### src/rtl/ps2_move_if.sv
// PS/2 byte input and move/key-state outputs of the arrow-key decoder.
// The master side drives received bytes; the slave side drives the decoded results.
// There is no backpressure: each rx_en strobe carries exactly one byte.
interface ps2_move_if #(
  parameter int STEP_W = 8
);
  logic [7:0]          rx_data;
  logic                rx_en;
  logic [2*STEP_W-1:0] move;
  logic [3:0]          held;
  logic                move_changed;
  logic                pause;
  logic                proto_err;

  modport master (
    output rx_data, rx_en,
    input  move, held, move_changed, pause, proto_err
  );

  modport slave (
    input  rx_data, rx_en,
    output move, held, move_changed, pause, proto_err
  );
endinterface

### src/rtl/ps2_move_decoder.sv
// PS/2 arrow/pause decoder: parses E0/F0 prefixes and produces a registered signed {dx,dy} move.
// Latency: held/pause update on the edge that samples the completing byte; move follows one cycle later.
// No backpressure: a byte arriving in the cycle a prefix timeout fires is dropped.
module ps2_move_decoder #(
  parameter int          STEP_W         = 8,
  parameter int          LATCH_MODE     = 1,
  parameter int          REQUIRE_E0     = 0,
  parameter int          TIMEOUT_CYCLES = 50000,
  parameter logic [7:0]  PAUSE_CODE     = 8'h4D
) (
  input  logic         CLOCK_50,
  input  logic         resetn,
  ps2_move_if.slave    bus
);

  localparam int CNT_W = $clog2(TIMEOUT_CYCLES + 1);
  localparam logic [CNT_W-1:0] CNT_LAST = CNT_W'(TIMEOUT_CYCLES - 1);

  typedef enum logic [1:0] {S_IDLE, S_EXT, S_BRK, S_EXT_BRK} pstate_t;
  typedef enum logic [2:0] {D_NONE, D_UP, D_DOWN, D_LEFT, D_RIGHT} dir_t;

  pstate_t          state, state_nxt;
  logic [CNT_W-1:0] cnt, cnt_nxt;
  logic             timeout;
  logic             perr_nxt;
  logic             ev_vld, ev_brk, ev_ext;

  dir_t             cur, cur_nxt;
  logic [3:0]       held_nxt, key_mask;
  dir_t             key_dir;
  logic             arrow_ok;
  logic             pause_held, pause_held_nxt, pause_nxt;
  logic [2*STEP_W-1:0] move_nxt;

  function automatic logic [2*STEP_W-1:0] enc(input dir_t d);
    logic [STEP_W-1:0] one, neg, zro;
    one = {{(STEP_W-1){1'b0}}, 1'b1};
    neg = {STEP_W{1'b1}};
    zro = '0;
    case (d)
      D_UP:    enc = {zro, neg};
      D_DOWN:  enc = {zro, one};
      D_LEFT:  enc = {neg, zro};
      D_RIGHT: enc = {one, zro};
      default: enc = '0;
    endcase
  endfunction

  assign timeout = (state != S_IDLE) && (cnt == CNT_LAST);

  // Prefix parser: classify each byte as make/break, plain/extended, or a protocol error.
  always_comb begin
    state_nxt = state;
    perr_nxt  = 1'b0;
    ev_vld    = 1'b0;
    ev_brk    = 1'b0;
    ev_ext    = 1'b0;
    if (timeout) begin
      state_nxt = S_IDLE;
      perr_nxt  = 1'b1;
    end else if (bus.rx_en) begin
      case (state)
        S_IDLE: begin
          if (bus.rx_data == 8'hE0)      state_nxt = S_EXT;
          else if (bus.rx_data == 8'hF0) state_nxt = S_BRK;
          else                           ev_vld = 1'b1;
        end
        S_EXT: begin
          if (bus.rx_data == 8'hF0)      state_nxt = S_EXT_BRK;
          else if (bus.rx_data == 8'hE0) perr_nxt = 1'b1;
          else begin
            ev_vld    = 1'b1;
            ev_ext    = 1'b1;
            state_nxt = S_IDLE;
          end
        end
        S_BRK, S_EXT_BRK: begin
          state_nxt = S_IDLE;
          if (bus.rx_data == 8'hE0 || bus.rx_data == 8'hF0) perr_nxt = 1'b1;
          else begin
            ev_vld = 1'b1;
            ev_brk = 1'b1;
            ev_ext = (state == S_EXT_BRK);
          end
        end
        default: state_nxt = S_IDLE;
      endcase
    end
    cnt_nxt = (timeout || bus.rx_en || state == S_IDLE) ? '0 : cnt + CNT_W'(1);
  end

  // Parser state, prefix idle counter and error pulse.
  always_ff @(posedge CLOCK_50 or negedge resetn) begin
    if (!resetn) begin
      state         <= S_IDLE;
      cnt           <= '0;
      bus.proto_err <= 1'b0;
    end else begin
      state         <= state_nxt;
      cnt           <= cnt_nxt;
      bus.proto_err <= perr_nxt;
    end
  end

  // Key tracking: held mask, current direction arbitration and pause toggle.
  always_comb begin
    key_mask = 4'b0000;
    key_dir  = D_NONE;
    case (bus.rx_data)
      8'h75: begin key_mask = 4'b1000; key_dir = D_UP;    end
      8'h72: begin key_mask = 4'b0100; key_dir = D_DOWN;  end
      8'h6B: begin key_mask = 4'b0010; key_dir = D_LEFT;  end
      8'h74: begin key_mask = 4'b0001; key_dir = D_RIGHT; end
      default: ;
    endcase
    arrow_ok       = ev_vld && (key_mask != 4'b0000) && (ev_ext || REQUIRE_E0 == 0);
    held_nxt       = bus.held;
    cur_nxt        = cur;
    pause_nxt      = bus.pause;
    pause_held_nxt = pause_held;
    if (arrow_ok) begin
      if (!ev_brk) begin
        // A repeat make of a held key is typematic and must not steal priority.
        if ((bus.held & key_mask) == 4'b0000) begin
          held_nxt = bus.held | key_mask;
          cur_nxt  = key_dir;
        end
      end else begin
        held_nxt = bus.held & ~key_mask;
        if (cur == key_dir) begin
          if (held_nxt[3])          cur_nxt = D_UP;
          else if (held_nxt[2])     cur_nxt = D_DOWN;
          else if (held_nxt[1])     cur_nxt = D_LEFT;
          else if (held_nxt[0])     cur_nxt = D_RIGHT;
          else if (LATCH_MODE == 0) cur_nxt = D_NONE;
        end
      end
    end
    if (ev_vld && !ev_ext && bus.rx_data == PAUSE_CODE) begin
      if (ev_brk) pause_held_nxt = 1'b0;
      else if (!pause_held) begin
        pause_nxt      = ~bus.pause;
        pause_held_nxt = 1'b1;
      end
    end
    move_nxt = enc(cur);
  end

  // Key state registers.
  always_ff @(posedge CLOCK_50 or negedge resetn) begin
    if (!resetn) begin
      bus.held   <= 4'b0000;
      cur        <= D_NONE;
      bus.pause  <= 1'b0;
      pause_held <= 1'b0;
    end else begin
      bus.held   <= held_nxt;
      cur        <= cur_nxt;
      bus.pause  <= pause_nxt;
      pause_held <= pause_held_nxt;
    end
  end

  // Move word registered one cycle behind the current direction, with change pulse.
  always_ff @(posedge CLOCK_50 or negedge resetn) begin
    if (!resetn) begin
      bus.move         <= '0;
      bus.move_changed <= 1'b0;
    end else begin
      bus.move         <= move_nxt;
      bus.move_changed <= (move_nxt != bus.move);
    end
  end

endmodule

### src/flat_wrapper.sv
// flat-port wrapper written by rule: the top's interface ports become plain ports
module ps2_move_decoder_flat 
#(
  parameter int          STEP_W         = 8,
  parameter int          LATCH_MODE     = 1,
  parameter int          REQUIRE_E0     = 0,
  parameter int          TIMEOUT_CYCLES = 50000,
  parameter logic [7:0]  PAUSE_CODE     = 8'h4D
)
  (CLOCK_50, resetn, bus_rx_data, bus_rx_en, bus_move, bus_held, bus_move_changed, bus_pause, bus_proto_err);
  ps2_move_if #(.STEP_W(STEP_W)) bus_i ();
  input  logic CLOCK_50;
  input  logic resetn;
  input wire logic [$bits(bus_i.rx_data)-1:0] bus_rx_data;
  input wire logic [$bits(bus_i.rx_en)-1:0] bus_rx_en;
  output wire logic [$bits(bus_i.move)-1:0] bus_move;
  output wire logic [$bits(bus_i.held)-1:0] bus_held;
  output wire logic [$bits(bus_i.move_changed)-1:0] bus_move_changed;
  output wire logic [$bits(bus_i.pause)-1:0] bus_pause;
  output wire logic [$bits(bus_i.proto_err)-1:0] bus_proto_err;
  assign bus_i.rx_data = bus_rx_data;
  assign bus_i.rx_en = bus_rx_en;
  assign bus_move = bus_i.move;
  assign bus_held = bus_i.held;
  assign bus_move_changed = bus_i.move_changed;
  assign bus_pause = bus_i.pause;
  assign bus_proto_err = bus_i.proto_err;
  ps2_move_decoder #(.STEP_W(STEP_W), .LATCH_MODE(LATCH_MODE), .REQUIRE_E0(REQUIRE_E0), .TIMEOUT_CYCLES(TIMEOUT_CYCLES), .PAUSE_CODE(PAUSE_CODE)) u_core (.CLOCK_50(CLOCK_50), .resetn(resetn), .bus(bus_i));
endmodule
### config.mk
export PLATFORM = sky130hd
export DESIGN_NAME = ps2_move_decoder_flat
export DESIGN_NICKNAME = d
export VERILOG_FILES = /design/src/rtl/ps2_move_if.sv /design/src/rtl/ps2_move_decoder.sv /design/src/flat_wrapper.sv
export SDC_FILE = /design/constraint.sdc
export NUM_CORES = 1
export LEC_CHECK = 0
export ABC_CLOCK_PERIOD_IN_PS = 2700
export CAP_MARGIN = 25
export CORE_MARGIN = 3
export CORE_UTILIZATION = 55
export CTS_BUF_LIST = sky130_fd_sc_hd__clkbuf_4 sky130_fd_sc_hd__clkbuf_8
export CTS_CLUSTER_SIZE = 16
export DETAILED_ROUTE_END_ITERATION = 8
export GPL_TIMING_DRIVEN = 0
export PLACE_DENSITY_LB_ADDON = 0.3
export SLEW_MARGIN = 40
export SYNTH_ARGS = -nofsm -noshare
export SYNTH_HDL_FRONTEND = slang
export SYNTH_SLANG_ARGS = --single-unit
export TNS_END_PERCENT = 100
### constraint.sdc
create_clock -name CLOCK_50 -period 2.7 [get_ports CLOCK_50]
set_input_delay 0.27 -clock CLOCK_50 [delete_from_list [all_inputs] [get_ports CLOCK_50]]
set_output_delay 0.27 -clock CLOCK_50 [all_outputs]
set_load 0.05 [all_outputs]
After elaboration in Yosys (flattened, before gate mapping)
Index checks and enable logic that the tools add are counted.

storage, ports and cells
  flip-flop bits (word level) = 45
  input bits = 11

cells by class
  add/subtract/negate cells = 1
  eq/ne operators = 21
  mux-type cells = 42
  bitwise logic cells = 7
  reductions and logical operators = 19

operators by type and width
  kind                                                    number
  case mux 16 bit (4 select lines)                        1
  equality test 8 x 7 -> 1 bit (second input constant)    5
  2-to-1 mux 3 bit                                        7
  2-to-1 mux 1 bit                                        19
  adder 16 x 1 -> 16 bit (second input constant)          1
  equality test 16 bit (second input constant)            1
  equality test 8 bit (second input constant)             2
  2-to-1 mux 16 bit                                       1
  inequality test 16 bit                                  1
  case mux 4 bit (4 select lines)                         1
  2-to-1 mux 2 bit                                        6
  case mux 3 bit (4 select lines)                         1
  AND 4 bit                                               2
  2-to-1 mux 4 bit                                        2
  equality test 3 x 2 -> 1 bit (second input constant)    2
  case mux 2 bit (3 select lines)                         1
  AND reduction 3 bit                                     2
  nonzero test 2 bit                                      3
  inequality test 5 bit (second input constant)           1
  equality test 2 bit (second input constant)             2
  logical AND 1 bit                                       4
  logical NOT 4 bit                                       1
  inequality test 4 x 1 -> 1 bit (second input constant)  1
  inequality test 4 x 2 -> 1 bit (second input constant)  1
  17 further kinds                                        22

Logic depth before layout (Yosys ltp)
  word-level depth = 10
  gate-level depth with buffers = 8
  mapped depth without buffers = 8

Least setup slack after synthesis
OpenSTA, ideal clock, no wires.

  path type = register to register
  start point = register u_core.cnt[0]
  end point = register u_core.cur[0]
  setup time = 0.065 ns
  arrival = 1.976 ns
  data required time = 2.635 ns
  slack = 0.659 ns
  cell stages (with the launch flop) = 8
  path buffers = 0
  period minus slack after synthesis = 2.041 ns
  path through = dfrtp_1 > ha_1 > and3_1 > and4_1 > nor4_4 > o211ai_2 > a21oi_2 > o22a_1

between the ends
  longest elaborated chain between the ends = 5
  elaborated cells between the ends (all ways) = 10

ends and longest elaborated chain
  element                                                  RTL line                 text
  start, declared                                          ps2_move_decoder.sv:23   logic [CNT_W-1:0] cnt, cnt_nxt;
  start signal, assigned                                   ps2_move_decoder.sv:100  cnt <= cnt_nxt;
  equality test 16 bit *                                   ps2_move_decoder.sv:49   assign timeout = (state != S_IDLE) && (cnt == CNT_LAST);
  logical AND 1 bit *                                      ps2_move_decoder.sv:49
  2-to-1 mux 1 bit                                         ps2_move_decoder.sv:58   if (timeout) begin
  inequality test 5 bit (no line) (tied with other cells)  -
  AND reduction 4 bit (no line)                            -
  end signal, assigned                                     ps2_move_decoder.sv:158  cur <= cur_nxt;
  end, declared                                            ps2_move_decoder.sv:28   dir_t cur, cur_nxt;

Every way passes the cells marked *; elsewhere a longest branch is shown, timed or not.
A chain may end at the register's enable or synchronous reset.

Worst setup path in the final report
Same ends and word-level chain as after synthesis.

==> reports/summary.txt <==
gr usage total -> 21.84%
total number of vias -> 1729
# setup viols final -> 0
top cells by area, synth -> dfrtp_1 (41%), nor2_1 (5.4%), buf_4 (4.5%)
Port Buffer Count -> 33
pin count of the biggest net entering global routing -> 26
Synth Instances -> 217
antenna violation net count after detailed routing -> 0
Setup Skew -> 0.007287 ns
CTS root buf -> clkbuf_4
Worst-path clk slew -> 0.10 ns
EDFF count, synth -> 0
drt first pass iters -> 4
Tmin final -> 2.378 ns
drt drc -> 0
cts bufs inserted -> 5
die extent in x -> 66.45 um
clk_lat worst skew -> 0.34 ns
P_leak -> 1.081 nW
worst slack, placed -> 0.1613 ns
setup_tns -> 0 ns
CP Launch Type -> register
RSZ-0062 raised after global routing -> false
Worst Hold Class -> primary input to async pin
Ant. Diodes -> 0
final net count -> 271
layout overhead on the synthesized area -> 25.34%
die area -> 4415 um2
YS warnings -> 0
Starting Density -> 58.83%
DP HPWL -> 3109 um
Setup Fix Bufs, Post-CTS -> 0
fin crit share -> 88.09%
outcome -> completed
clk buf depth -> 2
Final Hold Fails -> 0
power density over cell area -> 608.5 nW/um2
vias in the first global route -> 1576
dpl cell area -> 2420 um2
# rows -> 21
final wirelength -> 4329 um
Worst-Margin Slew -> 0.5107 ns
Arrival @ worst endpoint -> 2.66 ns
syn_area_per_cell -> 9.260 um2
detail-routed via count per cell -> 5.650
Synth top area share -> 41.10%
GR Overflow Total -> 0
post-synthesis sequential area ratio -> 41.10%
Mapped Nets -> 229
initial antenna violation count -> 0
Max Freq -> 0.4205 GHz
Core Area -> 3416 um2
Worst slew margin -> 65.84%
Core Util, Final -> 73.74%
Pins Over Slew Limit -> 0
worst setup path category -> register to register
post-synthesis cell type count -> 52
Synth Register Bits -> 33
Max-cap violations -> 0
mapped cell area -> 2009 um2
Max IR drop VDD -> 0.0005665 V
routability cong. -> 0.8575
dominant synthesized flop cell -> dfrtp_1
R2R cell count -> 7
FFs w/ async S/R, synth -> 100.0%
CP max FO -> 7
CTS tree -> done
WL/cell -> 14.15 um
Die Height -> 66.45 um
Data required, critical path -> 2.98 ns
clock sinks -> 33
initial DRC count -> 157
# H-tree levels -> 2
area leader, netlist -> dfrtp_1
worst setup margin -> 0.3217 ns
first-pass GRT wire length -> 7307 um
Worst setup EP type -> register
layout cells sized above 1 -> 14.23%
io pins -> 34
Final Cell Area -> 2519 um2
## cell usage after synthesis (2+ instances only)
| master | number |
|---|---|
| and3_1 | 6 |
| nand2_1 | 17 |
| buf_2 | 3 |
| inv_1 | 5 |
| nor2_1 | 29 |
| or3_1 | 4 |
| a31oi_1 | 6 |
| xnor2_1 | 8 |
| o21ai_0 | 4 |
| nand2b_1 | 7 |
| and4bb_1 | 2 |
| a21oi_1 | 13 |
| a21oi_2 | 2 |
| nor4bb_1 | 2 |
| nand4_1 | 5 |
| nand3_1 | 6 |
| and4_4 | 2 |
| nor3_1 | 3 |
| clkbuf_1 | 4 |
| buf_4 | 12 |
| xor2_1 | 10 |
| o22a_1 | 2 |
| and2_1 | 2 |
| dfrtp_1 | 33 |
| nor4_1 | 3 |
## cells in the final DEF, fill, tap and decap left out, types with 2 or more instances in the layout
master / instances
a21oi_1: 13
a21oi_2: 2
a31oi_1: 6
and2_1: 2
and3_1: 6
and4_4: 2
and4bb_1: 2
buf_2: 4
buf_4: 12
clkbuf_1: 4
clkbuf_4: 6
clkdlybuf4s50_1: 32
dfrtp_1: 33
inv_1: 5
nand2_1: 17
nand2b_1: 7
nand3_1: 6
nand4_1: 5
nor2_1: 29
nor3_1: 3
nor4_1: 3
nor4bb_1: 2
o21ai_0: 4
o22a_1: 2
or3_1: 4
xnor2_1: 8
xor2_1: 10
## power breakdown
group	internal [mW]	leakage (nW)	switching [mW]
registers	0.533	0.449	0.0350
clock network	0.231	0.0489	0.173
logic	0.215	0.583	0.346
total	0.979	1.08	0.553
## metal layers
| layer | wire length [um] | GRT usage (%) |
|---|---|---|
| met4 | 151 | 11.93 |
| met2 | 1942 | 32.09 |
| met5 | 0 | 0 |
| met1 | 2016 | 29.23 |
| met3 | 219 | 5.442 |
## logic make-up after synthesis
logic type / count (synthesis) / synth area share [%]
flops: 33 / 41.10
fa+ha+maj: 1 / 0.6226
compound gates: 40 / 14.63
simple gates: 100 / 28.70
buf+inv: 25 / 7.098
xor+xnor: 18 / 7.846
## repair_timing
item                                   in CTS  in global routing
endpoints found under the hold margin       8                  0
hold buffers                                1                  0
resized for setup                           0                  0
## cell type report
class / instances / area (um2)
Multi-Input combinational cell: 159 / 1041
Fill cell: 254 / 897.1
Sequential cell: 33 / 825.8
Timing Repair Buffer: 35 / 362.8
Buffer: 19 / 120.1
Clock buffer: 7 / 58.81
Tap cell: 46 / 57.56
Clock inverter: 1 / 30.03
Inverter: 6 / 22.52
## through the flow
| step | instances | hold WS, ns | power (mW) |
|---|---|---|---|
| after floorplan | 217 | -0.02559 | 0.9547 |
| after global placement | 296 | 0.4428 | 1.120 |
| after detailed placement | 297 | 0.1540 | 1.136 |
| after CTS | 306 | 0.3037 | 1.550 |
| after global routing | 306 | 0.3348 | 1.604 |
| final | 306 | 0.3191 | 1.533 |
## final timing paths
path,start,end,slack [ns]
hold / removal,resetn,async pin,0.32
hold reg to reg,u_core.cnt[0],u_core.cnt[0],0.48
min in group CLOCK_50,u_core.cnt[0],u_core.cnt[0],0.48
max in group asynchronous,resetn,u_core.cnt[0],1.99
setup / recovery,u_core.cnt[0],u_core.cur[0],0.32
setup reg to reg,u_core.cnt[0],u_core.cur[0],0.32
## critical path, cell delays in order (launching register included)
cell and delay [ns]:
dfrtp_1 0.41, ha_1 0.23, and3_1 0.25, and4_1 0.29, nor4_4 0.51, o211ai_2 0.24, a21oi_2 0.22, o22a_1 0.17
Power figures use the tool's default switching activity.
